<file path="config.mk">
export PLATFORM = sky130hd
export DESIGN_NAME = serial_shifter32
export DESIGN_NICKNAME = d
export VERILOG_FILES = /design/src/rtl/serial_shifter32.sv
export SDC_FILE = /design/constraint.sdc
export NUM_CORES = 1
export LEC_CHECK = 0
export ABC_AREA = 1
export CAP_MARGIN = 20
export CORE_ASPECT_RATIO = 1.5
export CORE_MARGIN = 2
export CORE_UTILIZATION = 45
export DETAILED_ROUTE_END_ITERATION = 10
export PLACE_DENSITY_LB_ADDON = 0.25
export SLEW_MARGIN = 30
export SYNTH_ARGS = -nofsm -noshare
export SYNTH_HDL_FRONTEND = slang
export SYNTH_SLANG_ARGS = --single-unit
export TNS_END_PERCENT = 10
</file>
<file path="constraint.sdc">
create_clock -name clk -period 2.74 [get_ports clk]
set_input_delay 0.274 -clock clk [delete_from_list [all_inputs] [get_ports clk]]
set_output_delay 0.274 -clock clk [all_outputs]
set_load 0.02 [all_outputs]
</file>
<file path="src/rtl/serial_shifter32.sv">
// serial_shifter32: multi-cycle shifter that matches the combinational
// 32-bit barrel shifter, one single-bit shift per clock.
// aluc: 00 arithmetic right, 01 logical right, 10/11 left (zero fill).
// Handshake: start is taken only in IDLE; busy covers SHIFT and DONE;
// done is a one-cycle pulse in DONE, with c already holding the result.
module serial_shifter32 #(
    parameter int WIDTH = 32,
    parameter int SHW   = 5
) (
    input  logic             clk,
    input  logic             rst,
    input  logic             start,
    input  logic [WIDTH-1:0] a,
    input  logic [SHW-1:0]   b,
    input  logic [1:0]       aluc,
    output logic [WIDTH-1:0] c,
    output logic             busy,
    output logic             done
);

    typedef enum logic [1:0] {
        ST_IDLE  = 2'b00,
        ST_SHIFT = 2'b01,
        ST_DONE  = 2'b10
    } state_t;

    localparam logic [SHW-1:0] CNT_ZERO = {SHW{1'b0}};
    localparam logic [SHW-1:0] CNT_ONE  = SHW'(1);

    state_t           state_q, state_d;
    logic [WIDTH-1:0] data_q,  data_d;
    logic [SHW-1:0]   cnt_q,   cnt_d;
    logic [1:0]       type_q,  type_d;
    logic [WIDTH-1:0] c_q,     c_d;
    logic             busy_q,  busy_d;
    logic             done_q,  done_d;
    logic [WIDTH-1:0] shifted_s;

    // One-position shift; both left encodings are the same operation.
    function automatic logic [WIDTH-1:0] shift1(input logic [WIDTH-1:0] d,
                                                input logic [1:0]       t);
        logic [WIDTH-1:0] r;
        case (t)
            2'b00:   r = {d[WIDTH-1], d[WIDTH-1:1]};
            2'b01:   r = {1'b0, d[WIDTH-1:1]};
            default: r = {d[WIDTH-2:0], 1'b0};
        endcase
        return r;
    endfunction

    assign shifted_s = shift1(data_q, type_q);

    // Next-state, datapath and output decode for the IDLE/SHIFT/DONE sequencer.
    always_comb begin
        state_d = state_q;
        data_d  = data_q;
        cnt_d   = cnt_q;
        type_d  = type_q;
        c_d     = c_q;
        case (state_q)
            ST_IDLE: begin
                if (start) begin
                    data_d = a;
                    cnt_d  = b;
                    type_d = aluc;
                    if (b == CNT_ZERO) begin
                        // Nothing to shift: publish the operand directly.
                        state_d = ST_DONE;
                        c_d     = a;
                    end else begin
                        state_d = ST_SHIFT;
                    end
                end else begin
                    state_d = ST_IDLE;
                end
            end
            ST_SHIFT: begin
                data_d = shifted_s;
                cnt_d  = cnt_q - CNT_ONE;
                if (cnt_q == CNT_ONE) begin
                    // Last shift: result register is loaded on entry to DONE.
                    state_d = ST_DONE;
                    c_d     = shifted_s;
                end else begin
                    state_d = ST_SHIFT;
                end
            end
            ST_DONE: begin
                state_d = ST_IDLE;
            end
            default: begin
                state_d = ST_IDLE;
            end
        endcase
        busy_d = (state_d != ST_IDLE);
        done_d = (state_d == ST_DONE);
    end

    // State, datapath and registered outputs; reset aborts any operation.
    always_ff @(posedge clk or posedge rst) begin
        if (rst) begin
            state_q <= ST_IDLE;
            data_q  <= {WIDTH{1'b0}};
            cnt_q   <= CNT_ZERO;
            type_q  <= 2'b00;
            c_q     <= {WIDTH{1'b0}};
            busy_q  <= 1'b0;
            done_q  <= 1'b0;
        end else begin
            state_q <= state_d;
            data_q  <= data_d;
            cnt_q   <= cnt_d;
            type_q  <= type_d;
            c_q     <= c_d;
            busy_q  <= busy_d;
            done_q  <= done_d;
        end
    end

    assign c    = c_q;
    assign busy = busy_q;
    assign done = done_q;

endmodule

</file>
== Yosys cells after proc, flatten, opt, wreduce, memory -nomap -nowiden ==
Cells that the tools add are included.
Storage, ports and cells
  flip-flop bits (word level): 75
  output and inout bits: 34
  RAM bits: 0
  memories kept: 0
  input port bits: 42
  ROM bits: 0
  latch bits: 0
Operators by class
  $add $sub $neg: 1
  magnitude comparators: 0
  reductions and logical operators: 8
  eq/ne operators: 7
  shift-type cells: 0
  $mul: 0
  muxes and demuxes: 13
  bitwise logic cells: 0
  div/mod/pow operators: 0
Operators by type and width (count)
  case mux 32 bit (2 select lines): 3
  two-way mux 32 bit: 4
  case mux 5 bit (2 select lines): 1
  two-way mux 2 bit: 3
  != test 2 bit, second input constant: 3
  == test 5 x 1 -> 1 bit, second input constant: 1
  logical NOT 5 bit: 1
  two-way mux 5 bit: 1
  subtractor 5 x 1 -> 5 bit, second input constant: 1
  == test 2 x 1 -> 1 bit, second input constant: 2
  logical NOT 2 bit: 2
  case mux 2 bit (2 select lines): 1
  AND reduction 2 bit: 2
  AND reduction 4 bit: 1
  nonzero test 2 bit: 2
  == test 2 bit, second input constant: 1

== Longest topological paths before layout ==
  word-level depth: 5
  depth in mapped cells: 8
  mapped depth without buffers: 7

== Least setup slack after synthesis ==
OpenSTA, ideal clock, no wires.
  kind: reg2reg
  start point: register state_q[0]
  end point: register data_q[0]
  clock period less this slack: 1.253 ns
  arrival: 1.136 ns
  stages on the path, launching flop included: 7
  slack: 1.487 ns
  cells stage by stage: dfrtp_1 -> o21ai_2 -> inv_2 -> buf_2 -> buf_2 -> nand2_1 -> nand2_1
Between the ends
  longest elaborated chain between the ends: 3
RTL lines
  start: declaration: RTL line 30  | state_t state_q, state_d;
  start signal: assignment: RTL line 110  | state_q <= state_d;
  == test 2 x 1 -> 1 bit / logical NOT 2 bit (equally long branches): RTL line 60  | case (state_q)
  nonzero test 2 bit (no line) / != test 2 bit (equally long branches)
  AND reduction 2 bit (no line)
  end signal: assignment: RTL line 103  | data_q <= {WIDTH{1'b0}};
  end signal: assignment: RTL line 111  | data_q <= data_d;
  end: declaration: RTL line 31  | logic [WIDTH-1:0] data_q, data_d;
Several ways; a longest one is shown, not always the timed one.
A chain may end at the register's enable or synchronous reset.

== Worst setup path after layout ==
  start point: register state_q[1]
  end point: register cnt_q[1]
Between the ends
  longest elaborated chain between the ends: 3
RTL lines
  == test 2 x 1 -> 1 bit / logical NOT 2 bit (equally long branches): RTL line 60
  nonzero test 2 bit (no line) / != test 2 bit (equally long branches)
  AND reduction 2 bit (no line)
  end signal: assignment: RTL line 112  | cnt_q <= cnt_d;
  end: declaration: RTL line 32  | logic [SHW-1:0] cnt_q, cnt_d;
Several ways; a longest one is shown, not always the timed one.

==> impl_metrics.yaml <==
sta:
  grt_setup_unrepaired: "no"
  holdWs_ps: 440
  tightest_slew_ps: 855
  relSlewSlack: 0.429
  fin_skew_ps: 3.89
  tns_ps: 0
  fin_crit_ps: 1700
  hold_viol: 0
  timing.fmax_ghz: 0.590
  fin_crit_sh: 0.619
  maxSlewViolCount: 0
  setup_viol: 0
layout:
  syn_to_final_growth_pct: 28.6
  nets: 660
  fin_cells: 725
  finish.utilization: 0.589
  final_cell_mix: "nand2_1 (366), dfrtp_1 (75), clkdlybuf4s50_1 (75), nand3_1 (39)"
  n_fill_cell: 794
  final_common_cell: "nand2_1"
  drive_above_1_share: 0.0485
  antenna_cells: 0
synthesis:
  yosysUniqueCellTypes: 19
  syn_area_sq_mm: 0.00381
  ys_warn_count: 0
  syn_avg_cell_area_sq_um: 6.94
  synth_seq_cells: 75
  synth_cells: 549
  ys_seq_area_frac: 0.493
  synth_nets: 593
setup_path:
  cp-end-kind: "flop"
  critical_path_arrival_ps: 1880
  cp_max_fo: 23
  crit_required_ps: 2920
  start_kind: "flop"
  path_class: "flop to flop"
route:
  via_count: 3587
  drc: 0
  detail-route-antenna-nets: 0
  drtIter0Drc: 184
  post_drt_wl_per_cell_microns: 12.9
  route.met2.wl_microns: 4820
  drt_pass1_iterations: 4
  wl_microns: 9370
  wl_met1_microns: 3860
  wl_met3_microns: 359
  avgViaCountPerCell: 4.95
  routed.top_layer: "met4"
clock_tree:
  clk_pin_slew_ps: 50
  cts_root_buffer: "clkbuf_16"
  clock_latency_ps: 330
  cts_buffer_depth: 2
  postCtsSetupBuffers: 0
  cts_hold_buf: 0
  numCtsBuffers: 9
  clock_sinks: 75
  cts.repair.resized: 0
  cts-htree-levels: 3
  tritoncts: "yes"
power_and_ir_drop:
  p_comb_frac: 0.496
  p_sw_frac: 0.430
  p_clk_frac: 0.172
  seq_power_share: 0.331
  p_total_mw: 5.96
  pwr_density_cell_mw_per_mm2: 1220
  p_sw_mw: 2.57
  peakVddDrop_mv: 0.523
  p_leak_nw: 2.64
  internal-power_mw: 3.40
flow_run:
  maxCapViolations: 0
placed_design:
  dp_cells: 712
  port_buffers: 75
  gp_congestion: 0.814
  dp_hpwl_microns: 6290
status:
  status: "completed"
grt:
  track_usage: 0.220
  grt_pass1_wl_microns: 15800
  antenna_found_initial: 0
  grt_pass1_vias: 3531
  grt_max_degree: 40
  overflow: 0
floorplan:
  dieArea_sq_mm: 0.00923
  rows: 41
  die-width_microns: 79.1
  coreArea_sq_mm: 0.00831
  start_util: 0.458
  ios: 76
  fp.dieH_microns: 117
worst_hold_path:
  worstHoldPathType: "input port to async pin"
==> power by group through the flow <==
stage	registers [mW]	logic, mW	clock network (mW)
6_report	1.98	2.96	1.03
5_1_grt	2.04	3.36	1.10
4_1_cts	1.98	3.00	1.04
3_5_place_dp	1.99	2.98	0
3_3_place_gp	1.97	2.93	0
2_1_floorplan	2.23	1.70	0
==> state kept, by name, summed over array words and instances (netlist names) <==
signal / count
done: 1
state_q: 2
data_q: 32
c: 32
cnt_q: 5
type_q: 2
busy: 1
==> area by class of cell <==
type	count	area, sq um	area share
flip-flops and latches	75	1880	0.383
inverters	15	56.3	0.0115
repair buffers	85	838	0.171
clock buffers	13	250	0.0511
multi-input cells	430	1740	0.356
well taps	107	134	0.0273
==> cell usage after synthesis (all sizes together) <==
cell,number,share of area
a21oi,1,0.0013
buf,13,0.019
clkbuf,16,0.016
dfrtp,75,0.49
ha,2,0.0066
inv,15,0.015
nand2,368,0.36
nand3,39,0.051
nand4,1,0.0056
nor2,5,0.0076
o211ai,1,0.0020
o21ai,12,0.017
xnor2,1,0.0023
==> metal layers <==
layer / GRT usage / vias up
met5: 0 / -
met4: 0.117 / 0
met3: 0.0410 / 20
met2: 0.391 / 95
met1: 0.248 / 1653
li1: - / 1819
==> worst paths after layout <==
check | from | to | slack (ps) | depth (start not counted)
max reg2reg | state_q[1]$_DFF_PP0_ | cnt_q[1]$_DFFE_PP0P_ | 1040 | 6
min | rst | data_q[7]$_DFFE_PP0P_ | 440 | 2
min in group clk | data_q[0]$_DFFE_PP0P_ | data_q[0]$_DFFE_PP0P_ | 500 | 2
min reg2reg | data_q[0]$_DFFE_PP0P_ | data_q[0]$_DFFE_PP0P_ | 500 | 2
max in group asynchronous | rst | c[23]$_DFFE_PP0P_ | 1660 | 3
max | state_q[1]$_DFF_PP0_ | cnt_q[1]$_DFFE_PP0P_ | 1040 | 6
==> through the flow <==
step                instance area, sq um  setup WS, ps
global placement                    4650           897
detailed placement                  4650           794
CTS                                 4900          1020
finish                              4900          1040
global route                        4900           873
floorplan                           3810           556
==> cell families after synthesis <==
group,Yosys count,synth area share
flops,75,0.493
buf+inv,44,0.0496
compound gates,14,0.0200
simple gates,413,0.429
xor+xnor,1,0.00230
fa+ha+maj,2,0.00657
==> critical path, cell delays in order (launching register included) <==
cell	delay, ps
dfrtp_1	390
inv_2	70
nand2_1	420
buf_4	380
o21ai_0	120
nand2_1	60
o21ai_0	100
(Power assumes the default switching activity.)
